File: src/rtl/devision_seq_param_if.sv
// Operand/result handshake bundle for the sequential divider.
// The producer/consumer side uses master; the divider uses slave.
interface devision_seq_param_if #(
  parameter int WIDTH = 16
);
  logic             in_valid;
  logic             in_ready;
  logic [WIDTH-1:0] dividend;
  logic [WIDTH-1:0] divisor;
  logic             is_signed;
  logic             out_valid;
  logic             out_ready;
  logic [WIDTH-1:0] quotient;
  logic [WIDTH-1:0] remainder;
  logic             div_zero;
  logic             overflow;
  logic             busy;

  modport master (
    output in_valid, dividend, divisor, is_signed, out_ready,
    input  in_ready, out_valid, quotient, remainder, div_zero, overflow, busy
  );

  modport slave (
    input  in_valid, dividend, divisor, is_signed, out_ready,
    output in_ready, out_valid, quotient, remainder, div_zero, overflow, busy
  );
endinterface

File: src/rtl/devision_seq_param.sv
// Multi-cycle restoring shift-subtract divider, STEPS_PER_CYCLE quotient bits per clock,
// signed/unsigned with divide-by-zero and MIN/-1 overflow flags.
module devision_seq_param #(
  parameter int WIDTH           = 16,
  parameter int STEPS_PER_CYCLE = 1,
  parameter bit SIGNED_EN       = 1'b1
) (
  input  logic                 clk,
  input  logic                 rst_n,
  devision_seq_param_if.slave  bus
);
  localparam int N     = WIDTH / STEPS_PER_CYCLE;
  localparam int CNT_W = (N > 1) ? $clog2(N) : 1;
  localparam logic [CNT_W-1:0] LAST    = CNT_W'(N - 1);
  localparam logic [WIDTH-1:0] MIN_VAL = {1'b1, {(WIDTH-1){1'b0}}};

  typedef enum logic [1:0] {IDLE, CALC, FIX, DONE} state_t;
  state_t state_reg, state_next;

  logic [WIDTH-1:0] a_reg, b_reg, r_reg, dividend_reg;
  logic [WIDTH-1:0] quotient_reg, remainder_reg;
  logic [CNT_W-1:0] cnt_reg;
  logic             neg_q_reg, neg_r_reg, dz_pend_reg, ovf_pend_reg;
  logic             div_zero_reg, overflow_reg;
  logic             accept, sgn, sign_a, sign_b;

  assign accept = bus.in_valid && (state_reg == IDLE);
  assign sgn    = bus.is_signed && SIGNED_EN;
  assign sign_a = sgn && bus.dividend[WIDTH-1];
  assign sign_b = sgn && bus.divisor[WIDTH-1];

  // R is kept as WIDTH bits: after every step it is below B, only the shifted value needs WIDTH+1.
  logic [WIDTH-1:0] r_chain [STEPS_PER_CYCLE+1];
  logic [WIDTH-1:0] a_chain [STEPS_PER_CYCLE+1];
  assign r_chain[0] = r_reg;
  assign a_chain[0] = a_reg;

  generate
    for (genvar gi = 0; gi < STEPS_PER_CYCLE; gi++) begin : g_step
      logic [WIDTH:0]   r_sh;
      logic [WIDTH-1:0] r_diff;
      logic             ge;
      assign r_sh            = {r_chain[gi], a_chain[gi][WIDTH-1]};
      assign ge              = (r_sh >= {1'b0, b_reg});
      assign r_diff          = r_sh[WIDTH-1:0] - b_reg;
      assign r_chain[gi+1]   = ge ? r_diff : r_sh[WIDTH-1:0];
      assign a_chain[gi+1]   = {a_chain[gi][WIDTH-2:0], ge};
    end
  endgenerate

  always_ff @(posedge clk) begin
    if (!rst_n) state_reg <= IDLE;
    else        state_reg <= state_next;
  end

  // A zero divisor skips CALC entirely; FIX still registers its fixed result.
  always_comb begin
    state_next = state_reg;
    case (state_reg)
      IDLE:    if (accept) state_next = (bus.divisor == '0) ? FIX : CALC;
      CALC:    if (cnt_reg == LAST) state_next = FIX;
      FIX:     state_next = DONE;
      DONE:    if (bus.out_ready) state_next = IDLE;
      default: state_next = IDLE;
    endcase
  end

  always_ff @(posedge clk) begin
    if (!rst_n) begin
      a_reg         <= '0;
      b_reg         <= '0;
      r_reg         <= '0;
      dividend_reg  <= '0;
      quotient_reg  <= '0;
      remainder_reg <= '0;
      cnt_reg       <= '0;
      neg_q_reg     <= 1'b0;
      neg_r_reg     <= 1'b0;
      dz_pend_reg   <= 1'b0;
      ovf_pend_reg  <= 1'b0;
      div_zero_reg  <= 1'b0;
      overflow_reg  <= 1'b0;
    end else begin
      case (state_reg)
        IDLE: if (accept) begin
          a_reg        <= sign_a ? -bus.dividend : bus.dividend;
          b_reg        <= sign_b ? -bus.divisor : bus.divisor;
          r_reg        <= '0;
          cnt_reg      <= '0;
          dividend_reg <= bus.dividend;
          neg_q_reg    <= sign_a ^ sign_b;
          neg_r_reg    <= sign_a;
          dz_pend_reg  <= (bus.divisor == '0);
          ovf_pend_reg <= sgn && (bus.dividend == MIN_VAL) && (bus.divisor == '1);
          div_zero_reg <= 1'b0;
          overflow_reg <= 1'b0;
        end
        CALC: begin
          a_reg   <= a_chain[STEPS_PER_CYCLE];
          r_reg   <= r_chain[STEPS_PER_CYCLE];
          cnt_reg <= (cnt_reg == LAST) ? '0 : cnt_reg + 1'b1;
        end
        FIX: begin
          // |MIN| / 1 already yields MIN with equal signs, so overflow only needs the flag.
          if (dz_pend_reg) begin
            quotient_reg  <= '1;
            remainder_reg <= dividend_reg;
          end else begin
            quotient_reg  <= neg_q_reg ? -a_reg : a_reg;
            remainder_reg <= neg_r_reg ? -r_reg : r_reg;
          end
          div_zero_reg <= dz_pend_reg;
          overflow_reg <= ovf_pend_reg;
        end
        default: ;
      endcase
    end
  end

  assign bus.in_ready  = (state_reg == IDLE);
  assign bus.out_valid = (state_reg == DONE);
  assign bus.busy      = (state_reg != IDLE);
  assign bus.quotient  = quotient_reg;
  assign bus.remainder = remainder_reg;
  assign bus.div_zero  = div_zero_reg;
  assign bus.overflow  = overflow_reg;
endmodule

File: src/flat_wrapper.sv
// flat-port wrapper written by rule: the top's interface ports become plain ports
module devision_seq_param_flat 
#(
  parameter int WIDTH           = 16,
  parameter int STEPS_PER_CYCLE = 1,
  parameter bit SIGNED_EN       = 1'b1
)
  (clk, rst_n, bus_in_valid, bus_dividend, bus_divisor, bus_is_signed, bus_out_ready, bus_in_ready, bus_out_valid, bus_quotient, bus_remainder, bus_div_zero, bus_overflow, bus_busy);
  devision_seq_param_if #(.WIDTH(WIDTH)) bus_i ();
  input  logic clk;
  input  logic rst_n;
  input wire logic [$bits(bus_i.in_valid)-1:0] bus_in_valid;
  input wire logic [$bits(bus_i.dividend)-1:0] bus_dividend;
  input wire logic [$bits(bus_i.divisor)-1:0] bus_divisor;
  input wire logic [$bits(bus_i.is_signed)-1:0] bus_is_signed;
  input wire logic [$bits(bus_i.out_ready)-1:0] bus_out_ready;
  output wire logic [$bits(bus_i.in_ready)-1:0] bus_in_ready;
  output wire logic [$bits(bus_i.out_valid)-1:0] bus_out_valid;
  output wire logic [$bits(bus_i.quotient)-1:0] bus_quotient;
  output wire logic [$bits(bus_i.remainder)-1:0] bus_remainder;
  output wire logic [$bits(bus_i.div_zero)-1:0] bus_div_zero;
  output wire logic [$bits(bus_i.overflow)-1:0] bus_overflow;
  output wire logic [$bits(bus_i.busy)-1:0] bus_busy;
  assign bus_i.in_valid = bus_in_valid;
  assign bus_i.dividend = bus_dividend;
  assign bus_i.divisor = bus_divisor;
  assign bus_i.is_signed = bus_is_signed;
  assign bus_i.out_ready = bus_out_ready;
  assign bus_in_ready = bus_i.in_ready;
  assign bus_out_valid = bus_i.out_valid;
  assign bus_quotient = bus_i.quotient;
  assign bus_remainder = bus_i.remainder;
  assign bus_div_zero = bus_i.div_zero;
  assign bus_overflow = bus_i.overflow;
  assign bus_busy = bus_i.busy;
  devision_seq_param #(.WIDTH(WIDTH), .STEPS_PER_CYCLE(STEPS_PER_CYCLE), .SIGNED_EN(SIGNED_EN)) u_core (.clk(clk), .rst_n(rst_n), .bus(bus_i));
endmodule
File: config.mk
export PLATFORM = sky130hd
export DESIGN_NAME = devision_seq_param_flat
export DESIGN_NICKNAME = d
export VERILOG_FILES = /design/src/rtl/devision_seq_param_if.sv /design/src/rtl/devision_seq_param.sv /design/src/flat_wrapper.sv
export SDC_FILE = /design/constraint.sdc
export NUM_CORES = 1
export LEC_CHECK = 0
export ABC_AREA = 1
export CELL_PAD_IN_SITES_DETAIL_PLACEMENT = 1
export CELL_PAD_IN_SITES_GLOBAL_PLACEMENT = 1
export CORE_MARGIN = 8
export CORE_UTILIZATION = 41
export CTS_BUF_LIST = sky130_fd_sc_hd__clkbuf_2 sky130_fd_sc_hd__clkbuf_4 sky130_fd_sc_hd__clkbuf_8
export DETAILED_ROUTE_END_ITERATION = 8
export PLACE_DENSITY_LB_ADDON = 0.3
export SLEW_MARGIN = 5
export SYNTH_ARGS = -nofsm -noshare
export SYNTH_HDL_FRONTEND = slang
export SYNTH_SLANG_ARGS = --single-unit
File: constraint.sdc
create_clock -name clk -period 2.3 [get_ports clk]
set_input_delay 0.345 -clock clk [delete_from_list [all_inputs] [get_ports clk]]
set_output_delay 0.345 -clock clk [all_outputs]
set_load 0.02 [all_outputs]
==> impl_metrics.env <==
export IMPL_dp_hpwl_um=18800
export IMPL_area_growth_pct=18.1
export IMPL_drt_initial_drc_count=419
export IMPL_synth_area_per_cell_um2=6.22
export IMPL_hold_path_startpoint="u_core.dividend_reg[2]$_SDFFE_PN0P_"
export IMPL_endpoint_kind="primary output"
export IMPL_ys_seq_area_frac=0.313
export IMPL_stdcell_count=1403
export IMPL_post_route_period_util=0.948
export IMPL_first_pass_iters=5
export IMPL_layout_nets=1243
export IMPL_antenna_found_initial=0
export IMPL_p_per_area_nw_per_um2=1520
export IMPL_core_area_um2=16500
export IMPL_seq_power_share=0.228
export IMPL_wirelength_um=24100
export IMPL_antenna_left=0
export IMPL_worst_pin_slew_ps=664
export IMPL_final_hold_violation_count=0
export IMPL_finalClockSkew_ps=12.7
export IMPL_finalPower_mw=12.4
export IMPL_period_needed_ps=2180
export IMPL_numPlacedInstances=1388
export IMPL_pwr_share_comb=0.681
export IMPL_synth_edf_count=0
export IMPL_critPathLaunchType="flip-flop"
export IMPL_drc=0
export IMPL_critical_path_reg2reg_endpoint="u_core.r_reg[14]$_SDFFE_PN0P_"
export IMPL_syn_cell_area_um2=6900
export IMPL_fin_setup_tns_ps=0
export IMPL_rr_worst_depth=15
export IMPL_drt_wirelength_per_cell_um=17.2
export IMPL_grt_pass1_vias=7689
export IMPL_r2r_start="u_core.a_reg[15]$_SDFFE_PN0P_"
export IMPL_p_int_mw=5.73
export IMPL_synth_flop_cell="dfxtp_1"
export IMPL_startpoint="u_core.state_reg[0]$_SDFFE_PN0P_"
export IMPL_seq_area_um2=2160
export IMPL_yosys_warnings=0
export IMPL_worst_path_max_fanout=7
export IMPL_die_area_um2=21200
export IMPL_die_height_um=146
export IMPL_arrival_ps=1830
export IMPL_cts_tree="yes"
export IMPL_finalSetupViolations=0
export IMPL_cts_root_buf="clkbuf_8"
export IMPL_cts_sinks=108
export IMPL_track_usage=0.226
export IMPL_portBuffers=73
export IMPL_post_cts_buffers=0
export IMPL_ir_drop_mv=0.694
export IMPL_syn_num_nets=1173
export IMPL_relSlewSlack=0.557
export IMPL_netSwitchingFraction=0.537
export IMPL_p_switching_mw=6.64
export IMPL_pin_count=74
export IMPL_p_leak_nw=3.63
export IMPL_n_antenna_cell=0
export IMPL_clock_latency_ps=400
export IMPL_async_reset_ff_frac=0
export IMPL_layout_drive_gt1_share=0.0482
export IMPL_clkPwrFrac=0.092
export IMPL_initial_core_util=0.418
export IMPL_drv_cap=0
export IMPL_vias_per_cell=5.40
export IMPL_grt_max_degree=46
export IMPL_grt_ovfl_total=0
export IMPL_holdBufCountCts=0
export IMPL_worstHoldPathType="flip-flop to flip-flop"
export IMPL_multiInputGateArea_um2=3980
export IMPL_drv_slew=0
export IMPL_synth_cell_types=34
export IMPL_clock_fmax_mhz=459
export IMPL_hold_depth=2
export IMPL_rows=47
export IMPL_synthCells=1109
export IMPL_vias=7580
export IMPL_min_to="u_core.dividend_reg[2]$_SDFFE_PN0P_"
export IMPL_gp_congestion=0.921
export IMPL_reg2reg_slack_ps=180
export IMPL_path_clk_slew_ps=110
export IMPL_clk_path_buf_depth=2
export IMPL_synth_seq_cells=108
export IMPL_nFillCells=2276
export IMPL_cts_buffers=9
export IMPL_crit_type="flip-flop to primary output"
export IMPL_die_w_um=146
export IMPL_outcome="completed"
export IMPL_rsz0062_at_grt="no"
export IMPL_h_tree_depth=3
export IMPL_grt_pass1_wl_um=39300
export IMPL_required_ps=1960
==> synthesized netlist by cell type (3+ instances only) <==
| cell type | n | area (um2) |
|---|---|---|
| inv_1 | 152 | 571 |
| nor2_2 | 4 | 25.0 |
| nand2_1 | 291 | 1090 |
| nor2_1 | 71 | 267 |
| nand3b_1 | 6 | 45.0 |
| clkbuf_1 | 36 | 135 |
| xnor2_1 | 6 | 52.6 |
| nor3_1 | 13 | 65.1 |
| dfxtp_1 | 108 | 2160 |
| o21ai_0 | 77 | 385 |
| o211ai_1 | 15 | 113 |
| nand4_1 | 11 | 68.8 |
| and2_1 | 3 | 18.8 |
| a31oi_1 | 22 | 138 |
| xor2_1 | 12 | 105 |
| ha_1 | 26 | 325 |
| a21oi_1 | 108 | 541 |
| buf_2 | 6 | 30.0 |
| clkinv_1 | 3 | 11.3 |
| nand3_1 | 120 | 601 |
==> area by class of cell <==
type | instances | share of cell area
multi-input cells | 801 | 0.488
flip-flops and latches | 108 | 0.265
repair buffers | 102 | 0.120
inverters | 157 | 0.0723
well taps | 220 | 0.0338
clock buffers | 9 | 0.0152
clock inverters | 6 | 0.00568
==> cell families (layout without fill, tap and decap cells) <==
kind of cell             Yosys count  after routing  synth area share
adder cells (fa/ha/maj)           27             27            0.0500
AND/OR/NAND/NOR                  528            528             0.326
AO/OA/AOI/OAI                    228            228             0.177
XOR/XNOR                          18             18            0.0228
flip-flops                       108            108             0.313
buffers and inverters            200            274             0.111
==> timing repair <==
item	4_1_cts	5_1_grt
endpoints found under the setup margin	0	4
resized for setup	0	3
hold endpoints to repair	0	0
==> through the flow <==
step	area, um2	utilization	hold WS (ps)	setup WS, ps
after floorplan	6900	-	425	497
after global placement	7970	0.483	440	167
after detailed placement	7970	0.483	455	136
after CTS	8140	0.493	468	13.6
after global routing	8150	0.493	485	11.0
final	8150	0.493	468	120
==> layer usage <==
layer  global-route usage  wire, um  up-vias
met5                    0         0        -
met3               0.0361       900       24
met2                0.375     11100      132
met1                0.298     11800     3669
met4               0.0552       307        0
li1                     -         -     3755
==> cell usage in the layout (no fill, tap or decap), types with 13 or more instances in the layout <==
master,Yosys,routed
a21oi_1,108,108
a31oi_1,22,22
buf_4,0,27
clkdlybuf4s50_1,0,72
dfxtp_1,108,108
ha_1,26,26
inv_1,152,152
nand2_1,291,290
nand3_1,120,119
nor2_1,71,71
nor3_1,13,13
o211ai_1,15,15
o21ai_0,77,77
==> power by group through the flow <==
stage	Sequential [mW]	Combinational, mW	Clock, mW
floorplan	2.83	5.84	0
global placement	2.83	8.04	0
detailed placement	2.85	8.29	0
CTS	2.81	8.36	1.15
global route	2.87	9.48	1.21
finish	2.81	8.42	1.14
==> how the worst max path moves through the flow <==
| stage | to | depth (start not counted) |
|---|---|---|
| 3_3_place_gp | u_core.a_reg[13]$_SDFFE_PN0P_ | 11 |
| 2_1_floorplan | u_core.r_reg[14]$_SDFFE_PN0P_ | 14 |
| 4_1_cts | bus_busy | 4 |
| 5_1_grt | u_core.r_reg[14]$_SDFFE_PN0P_ | 15 |
| 3_5_place_dp | u_core.ovf_pend_reg$_SDFFE_PN0P_ | 8 |
| 6_report | bus_in_ready | 3 |
==> worst max-delay path, stage by stage (launching register included) <==
cell	delay, ps
dfxtp_1	370
inv_1	90
ha_1	310
clkdlybuf4s50_1	660
(Power assumes the default switching activity.)
